--- src/rtl/mm_pkg.sv ---
`default_nettype none
// ============================================================================
// mm_pkg : sequencer states, default matrix sizes and index-width helper
// Rev 1.0
// ============================================================================
package mm_pkg;

  typedef enum logic [2:0] {
    IDLE    = 3'd0,
    WAIT_IN = 3'd1,
    ACC     = 3'd2,
    WB      = 3'd3,
    DONE    = 3'd4
  } mm_state_t;

  localparam int MM_ROWS  = 2;
  localparam int MM_INNER = 3;
  localparam int MM_COLS  = 2;

  // Never returns 0 so that single-entry dimensions still get a 1-bit index.
  function automatic int mm_clog2(input int value);
    int width;
    width = 1;
    while ((1 << width) < value) width++;
    return width;
  endfunction

endpackage
`default_nettype wire

--- src/rtl/mm_idx_counter.sv ---
`default_nettype none
// ============================================================================
// mm_idx_counter : nested k / col / row counter for the MAC sequencer
// Rev 1.0
// ============================================================================
module mm_idx_counter
  import mm_pkg::*;
#(
  parameter int ROWS  = MM_ROWS,
  parameter int INNER = MM_INNER,
  parameter int COLS  = MM_COLS,
  localparam int RW   = mm_clog2(ROWS),
  localparam int KW   = mm_clog2(INNER),
  localparam int CLW  = mm_clog2(COLS)
) (
  input  logic           clk,
  input  logic           reset,
  input  logic           clr,
  input  logic           en,
  input  logic           wb_phase,
  output logic [KW-1:0]  k_nxt,
  output logic [CLW-1:0] col_nxt,
  output logic [RW-1:0]  row_nxt,
  output logic           k_last,
  output logic           elem_last
);

  logic [KW-1:0]  k;
  logic [CLW-1:0] col;
  logic [RW-1:0]  row;
  logic           col_last;
  logic           row_last;

  assign k_last    = (k == KW'(INNER - 1));
  assign col_last  = (col == CLW'(COLS - 1));
  assign row_last  = (row == RW'(ROWS - 1));
  assign elem_last = col_last && row_last;

  // k steps during accumulation; col/row step only on the write-back cycle.
  always_comb begin
    k_nxt   = k;
    col_nxt = col;
    row_nxt = row;
    if (clr) begin
      k_nxt   = '0;
      col_nxt = '0;
      row_nxt = '0;
    end else if (en) begin
      if (!wb_phase) begin
        k_nxt = k_last ? '0 : k + KW'(1);
      end else if (col_last) begin
        col_nxt = '0;
        row_nxt = row_last ? '0 : row + RW'(1);
      end else begin
        col_nxt = col + CLW'(1);
      end
    end
  end

  always_ff @(posedge clk) begin
    if (!reset) begin
      k   <= '0;
      col <= '0;
      row <= '0;
    end else begin
      k   <= k_nxt;
      col <= col_nxt;
      row <= row_nxt;
    end
  end

endmodule
`default_nettype wire

--- src/rtl/mac_sequencer.sv ---
`default_nettype none
// ============================================================================
// mac_sequencer : drives the shared MAC datapath to compute C = A x B
// Optional cycle counter output enabled by MAC_SEQ_PERF_CNT_EN.  Rev 1.0
// ============================================================================
module mac_sequencer
  import mm_pkg::*;
#(
  parameter int ROWS  = MM_ROWS,
  parameter int INNER = MM_INNER,
  parameter int COLS  = MM_COLS,
  localparam int AW   = mm_clog2(ROWS * INNER),
  localparam int BW   = mm_clog2(INNER * COLS),
  localparam int CW   = mm_clog2(ROWS * COLS),
  localparam int RW   = mm_clog2(ROWS),
  localparam int KW   = mm_clog2(INNER),
  localparam int CLW  = mm_clog2(COLS)
) (
  input  logic          clk,
  input  logic          reset,
  input  logic          start,
  input  logic          in_ready,
  input  logic          hold,
  output logic [AW-1:0] a_sel,
  output logic [BW-1:0] b_sel,
  output logic          mac_en,
  output logic          mac_clr,
  output logic          res_we,
  output logic [CW-1:0] res_addr,
  output logic          busy,
  output logic          done
`ifdef MAC_SEQ_PERF_CNT_EN
  ,
  output logic [15:0]   cycle_cnt
`endif
);

  mm_state_t      state;
  logic [KW-1:0]  k_nxt;
  logic [CLW-1:0] col_nxt;
  logic [RW-1:0]  row_nxt;
  logic           k_last;
  logic           elem_last;
  logic           cnt_en;
  logic           cnt_clr;
  logic [AW-1:0]  a_idx;
  logic [BW-1:0]  b_idx;
  logic [CW-1:0]  c_idx;

  assign cnt_en  = !hold && (state == ACC || state == WB);
  assign cnt_clr = (state != ACC) && (state != WB);

  mm_idx_counter #(
    .ROWS  (ROWS),
    .INNER (INNER),
    .COLS  (COLS)
  ) u_idx (
    .clk       (clk),
    .reset     (reset),
    .clr       (cnt_clr),
    .en        (cnt_en),
    .wb_phase  (state == WB),
    .k_nxt     (k_nxt),
    .col_nxt   (col_nxt),
    .row_nxt   (row_nxt),
    .k_last    (k_last),
    .elem_last (elem_last)
  );

  // Selects are registered from the counters' next values so they line up
  // with the state being entered.
  always_comb begin
    a_idx = AW'(int'(row_nxt) * INNER + int'(k_nxt));
    b_idx = BW'(int'(k_nxt) * COLS + int'(col_nxt));
    c_idx = CW'(int'(row_nxt) * COLS + int'(col_nxt));
  end

  always_ff @(posedge clk) begin
    if (!reset) begin
      state    <= IDLE;
      a_sel    <= '0;
      b_sel    <= '0;
      mac_en   <= 1'b0;
      mac_clr  <= 1'b0;
      res_we   <= 1'b0;
      res_addr <= '0;
      busy     <= 1'b0;
      done     <= 1'b0;
    end else begin
      case (state)
        IDLE: begin
          if (start) begin
            state <= WAIT_IN;
            busy  <= 1'b1;
          end
        end
        WAIT_IN: begin
          if (in_ready) begin
            state    <= ACC;
            mac_en   <= 1'b1;
            mac_clr  <= 1'b1;
            a_sel    <= a_idx;
            b_sel    <= b_idx;
            res_addr <= c_idx;
          end
        end
        ACC: begin
          if (hold) begin
            mac_en  <= 1'b0;
            mac_clr <= 1'b0;
          end else if (k_last) begin
            state    <= WB;
            mac_en   <= 1'b0;
            mac_clr  <= 1'b0;
            res_we   <= 1'b1;
            a_sel    <= a_idx;
            b_sel    <= b_idx;
            res_addr <= c_idx;
          end else begin
            mac_en   <= 1'b1;
            mac_clr  <= 1'b0;
            a_sel    <= a_idx;
            b_sel    <= b_idx;
            res_addr <= c_idx;
          end
        end
        WB: begin
          if (hold) begin
            res_we <= 1'b0;
          end else if (elem_last) begin
            state    <= DONE;
            res_we   <= 1'b0;
            done     <= 1'b1;
            a_sel    <= '0;
            b_sel    <= '0;
            res_addr <= '0;
          end else begin
            state    <= ACC;
            res_we   <= 1'b0;
            mac_en   <= 1'b1;
            mac_clr  <= 1'b1;
            a_sel    <= a_idx;
            b_sel    <= b_idx;
            res_addr <= c_idx;
          end
        end
        DONE: begin
          state <= IDLE;
          done  <= 1'b0;
          busy  <= 1'b0;
        end
        default: begin
          state <= IDLE;
        end
      endcase
    end
  end

`ifdef MAC_SEQ_PERF_CNT_EN
  always_ff @(posedge clk) begin
    if (!reset) begin
      cycle_cnt <= '0;
    end else if (state == IDLE) begin
      if (start) cycle_cnt <= '0;
    end else if (cycle_cnt != 16'hFFFF) begin
      cycle_cnt <= cycle_cnt + 16'd1;
    end
  end
`endif

endmodule
`default_nettype wire

--- config.mk ---
export PLATFORM = sky130hd
export DESIGN_NAME = mac_sequencer
export DESIGN_NICKNAME = d
export VERILOG_FILES = /design/src/rtl/mm_pkg.sv /design/src/rtl/mm_idx_counter.sv /design/src/rtl/mac_sequencer.sv
export SDC_FILE = /design/constraint.sdc
export NUM_CORES = 1
export LEC_CHECK = 0
export BUFFER_PORTS_ARGS = -buffer_cell sky130_fd_sc_hd__buf_2
export CAP_MARGIN = 40
export CORE_MARGIN = 5
export CORE_UTILIZATION = 45
export DETAILED_ROUTE_END_ITERATION = 6
export PLACE_DENSITY = 0.67
export SLEW_MARGIN = 15
export SYNTH_ARGS = -nofsm -noshare
export SYNTH_HDL_FRONTEND = slang
export SYNTH_HIERARCHICAL = 1
export SYNTH_SLANG_ARGS = --single-unit
--- constraint.sdc ---
create_clock -name clk -period 2.7 [get_ports clk]
set_input_delay 0 -clock clk [delete_from_list [all_inputs] [get_ports clk]]
set_output_delay 0 -clock clk [all_outputs]
set_load 0.03 [all_outputs]
# Yosys cells after proc, flatten, opt, wreduce, memory -nomap -nowiden

Index checks and enable logic that the tools add are counted.

Add/subtract/negate cells: 6
Mux-type cells: 50
Equal/unequal tests: 14
Multiply operators: 1
Reduce and logical (&&, ||, !) cells: 16

Operator list:

| operator                                                              | number |
|---|---|
| 3-bit two-way mux                                                     | 14 |
| 1-bit two-way mux                                                     | 19 |
| 3-bit one-hot mux with 3 select lines                                 | 2 |
| 2-bit two-way mux                                                     | 8 |
| 2-bit != test, second input constant                                  | 6 |
| 3-bit one-hot mux with 4 select lines                                 | 1 |
| 4-bit AND reduction                                                   | 2 |
| 3-bit by 2-bit equality test with 1-bit output, second input constant | 2 |
| 3-bit by 2-bit != test with 1-bit output, second input constant       | 2 |
| 1-bit one-hot mux with 2 select lines                                 | 3 |
| 1-bit one-hot mux with 3 select lines                                 | 2 |
| 2-bit one-hot mux with 3 select lines                                 | 1 |
| 3-bit AND reduction                                                   | 2 |
| 2-bit nonzero test                                                    | 3 |
| 5-bit AND reduction                                                   | 1 |
| 3-bit by 1-bit adder with 3-bit output                                | 1 |
| 3-bit by 2-bit adder with 3-bit output                                | 1 |
| 3-bit by 1-bit equality test with 1-bit output, second input constant | 1 |
| 3-bit equality test, second input constant                            | 1 |
| 1-bit logical AND                                                     | 3 |
| 3-bit zero test                                                       | 1 |
| 1-bit by 2-bit multiplier with 3-bit output, second input constant    | 1 |
| 3-bit nonzero test                                                    | 1 |
| 1-bit adder, second input constant                                    | 2 |
| 7 further kinds                                                       | 7 |

Output and inout port bits: 13
Register bits: 20

# Logic depth before layout (Yosys ltp)

Depth in word-level cells: 11
Gate-level depth with buffers: 9
Gate-level depth less buffers: 8

# Modules after synthesis

The synthesis kept the hierarchy.

Modules (own cells, without submodules):

| module         | area each (sq um) | times used | cells an instance |
|---|---|---|---|
| mac_sequencer  | 718.2             | 1          | 74 |
| mm_idx_counter | 201.4             | 1          | 23 |

# Least setup slack after synthesis

Ideal clock, no wire load.

Path type: reg-to-reg
Start point: register state[1]
End point: register a_sel[1]
Stages on the path, launching flop included: 10
Slack: 0.560 ns
Arrival time: 2.023 ns
Cells stage by stage: dfxtp_1 buf_6 nand2b_1 nor2_1 nor2b_4 mux2i_1 nor2_1 ha_1 fa_1 a22o_1

RTL lines:

| element                                    | RTL line             | text |
|---|---|---|
| start, declared                            | mac_sequencer.sv:38  | `mm_state_t state;` |
| start signal, assigned                     | mac_sequencer.sv:80  | `state <= IDLE;` |
| start signal, assigned                     | mac_sequencer.sv:93  | `state <= WAIT_IN;` |
| start signal, assigned                     | mac_sequencer.sv:99  | `state <= ACC;` |
| 3-bit by 2-bit != test with 1-bit output   | mac_sequencer.sv:51  | `assign cnt_clr = (state != ACC) && (state != WB);` |
| 1-bit logical AND (*)                      | mac_sequencer.sv:51  |  |
| net cnt_clr                                | mac_sequencer.sv:45  | `logic cnt_clr;` |
| 2-bit two-way mux (*)                      | mm_idx_counter.sv:44 | `if (clr) begin` |
| net k_nxt[0]                               | mac_sequencer.sv:39  | `logic [KW-1:0] k_nxt;` |
| 3-bit by 2-bit adder with 3-bit output (*) | mac_sequencer.sv:73  | `a_idx = AW'(int'(row_nxt) * INNER + int'(k_nxt));` |
| 3-bit two-way mux                          | mac_sequencer.sv:130 | `end else if (elem_last) begin` |
| 3-bit two-way mux                          | mac_sequencer.sv:128 | `if (hold) begin` |
| 3-bit one-hot mux with 3 select lines (*)  | mac_sequencer.sv:90  | `case (state)` |
| end signal, assigned                       | mac_sequencer.sv:102 | `a_sel <= a_idx;` |
| end signal, assigned                       | mac_sequencer.sv:122 | `a_sel <= a_idx;` |
| end signal, assigned                       | mac_sequencer.sv:142 | `a_sel <= a_idx;` |
| end, declared                              | mac_sequencer.sv:24  | `output logic [AW-1:0] a_sel,` |

The timed path passes the listed nets; every way through them passes the cells marked *. The select of a mux whose other input is x is not followed.
A chain may end at the register's enable or synchronous reset.

# Final worst setup path

Start point: register state[2]
End point: register a_sel[1]

The elaborated chain is that of the path after synthesis.

==> run metrics <==
outcome finished, final reports clean; I/O Pins 18; vias in the first global route slightly above 700; type of the worst setup path reg -> reg; fin cells 145; Final Max Slew Viols 0; Starting DRT DRC Count 16; ys async rst share 0%; post-synthesis sequential area ratio around 41%; pwr dens 517 nW/um^2; antenna viol nets, final 0; Top FF cell, synth dfxtp_1; routability congestion estimate ~0.8; RSZ-0062 raised after global routing no; clock root buffer clkbuf_4; cell count after synthesis 97; CP Capture Type register; worst-case clock buffer depth 2; die footprint roughly 3000 sq um; worst slew pin tran around 390 ps; Synth cell types 30; Filler cells between 200 and 250; ANT cells 0; drt drc 0; Critical Path AT between 2000 and 3000 ps; initial antenna violation count 0; Final setup viols 0; routed via count roughly 760; Total Routed Length around 1.8 mm; min Tclk post-route about 2300 ps; Total GRT Usage between 10 and 15%; Layout area overhead 16.7%; number of buffers created by CTS 3; pre-CTS WS about 380 ps; fin nets 127; VDD IR-drop max between 0.3 and 0.4 mV; crit start category register; Horiz. Die Dim 55.2 microns; clock transition at the registers of the reported paths around 110 ps; Hold/Removal Path Class in -> reg; Core ar. 1960 sq um; Yosys warning count 6; Avg Synthesized Cell Area approximately 9.5 sq um; Die Ht approximately 55 microns; TritonCTS clock tree done; placed insts 139; DR pass1 iterations 4; Port-buffer cells 17; clk_skew ~5 ps; clock sinks 19; Skew-Pair Late Insertion Delay approximately 300 ps; fin area between 1000 and 1500 sq um; Max FO, Critical Path 8; number of post-CTS setup repair buffers 0; grt ovf 0; Initial Utilization about 47%; min setup slack post-route ~370 ps; routed len/inst roughly 12 microns; first-pass GRT wire length around 3.1 mm; Slew Limit Headroom approximately 74%; largest net degree at the start of global routing 12; Post-synth EDFFs 0; Yosys reg bits 19; Leak Pwr 0.460 nW; Cell Rows 16; HPWL Detailed 1.35 mm; Tcrit/Tclk final between 80% and 90%; fraction of layout cells with a size suffix above 1 ~25%; vias per cell 5.26; Fin Setup TNS 0 ps; final hold violations 0; Synthesized Nets ~110; Fmax about 430 MHz; H-tree level count 1; post-synthesis cell area between 900 and 1000 sq um; Worst EP required a little under 3000 ps; dpl cell area between 1000 and 1500 sq um; max-cap violations 0
synth_stat cells (all sizes together), types with 2 or more instances:
cell    instances  area (sq um)
dfxtp          19           380
mux2i           4          40.0
nor2           16          62.6
nor2b           8          75.1
a21oi           5          25.0
buf             3          23.8
nand2b          5          31.3
nand2           8          30.0
a31oi           2          12.5
o21ai           2          10.0
nand3           2          10.0
ha              2          25.0
o211ai          2          15.0
a22o            7          61.3
a22oi           2          15.0
power breakdown:
group	leakage, nW	internal (mW)	switching [mW]
clock	0.0177	0.0552	0.0887
combinational	0.289	0.0467	0.0664
sequential	0.154	0.290	0.00824
total	0.460	0.392	0.163
layer usage:
layer	vias to the layer above	share of wire, %	track usage, %
li1	386	-	-
met1	360	47	16.6
met2	12	47	18.9
met3	4	3.4	2.33
met4	0	2.7	8.68
met5	-	0	0
worst paths after layout:
check                   startpoint                    end  slack, ps  cells past startpoint
max          state[2]$_SDFFE_PN0P_  a_sel[1]$_SDFFE_PN0P_        370                      8
min reg2reg  a_sel[0]$_SDFFE_PN0P_  a_sel[0]$_SDFFE_PN0P_        490                      1
min                          reset    mac_en$_SDFFE_PN0P_         20                      3
max reg2reg  state[2]$_SDFFE_PN0P_  a_sel[1]$_SDFFE_PN0P_        370                      8
through the flow:
step | power (mW) | util [%] | hold slack [ps]
floorplan | 0.390 | - | 141
global placement | 0.415 | 52.3 | 249
detailed placement | 0.415 | 52.3 | 266
CTS | 0.563 | 54.7 | 12.6
global route | 0.589 | 54.7 | 30.9
finish | 0.555 | 54.7 | 17.1
area by class of cell:
| cell class | count | area (sq um) | area share [%] |
|---|---|---|---|
| clock buffers | 3 | 22.5 | 2.10 |
| clock inverters | 1 | 5.00 | 0.466 |
| inverters | 1 | 3.75 | 0.350 |
| multi-input cells | 73 | 508 | 47.3 |
| flip-flops and latches | 19 | 380 | 35.4 |
| well taps | 27 | 33.8 | 3.15 |
| repair buffers | 21 | 120 | 11.2 |
sequential cells by signal, indices dropped and copies added (netlist names):
| register | flops |
|---|---|
| a_sel | 3 |
| b_sel | 3 |
| busy | 1 |
| done | 1 |
| mac_clr | 1 |
| mac_en | 1 |
| res_addr | 1 |
| res_we | 1 |
| state | 3 |
| u_idx/col | 1 |
| u_idx/k | 2 |
| u_idx/row | 1 |
placed cells by master, fill, tap and decap left out, types with 2 or more instances in the layout:
cell	netlist	final
a21oi_1	5	5
a22o_1	7	7
a22oi_1	2	2
a31oi_1	2	2
buf_2	1	17
buf_4	1	2
clkbuf_4	0	3
dfxtp_1	19	19
dlygate4sd3_1	0	2
ha_1	2	2
mux2i_1	4	4
nand2_1	8	8
nand2b_1	5	5
nand3_1	2	2
nor2_1	15	15
nor2b_1	4	4
nor2b_4	3	3
o211ai_1	2	2
o21ai_0	2	2
critical path, cell delays in order (launching register included):
cell	delay (ps)
dfxtp_1	410
nand2b_1	260
nor2_1	200
nor2b_4	200
mux2i_1	240
nor2_1	90
ha_1	210
fa_1	420
a22o_1	200
what timing repair did:
| action | 4_1_cts | 5_1_grt |
|---|---|---|
| hold buffers | 2 | 0 |
| endpoints found under the setup margin | 0 | 0 |
| hold endpoints to repair | 1 | 0 |
| gates resized for setup | 0 | 0 |
logic make-up after synthesis:
family          count (synthesis)  share of synthesized area [%]
simple gates                   42                           25.3
compound gates                 23                           19.7
flops                          19                           41.4
buf+inv                         5                           3.40
mux                             4                           4.35
fa+ha+maj                       3                           4.90
xor+xnor                        1                          0.953
Note: power is estimated with default switching activity, not from simulation.
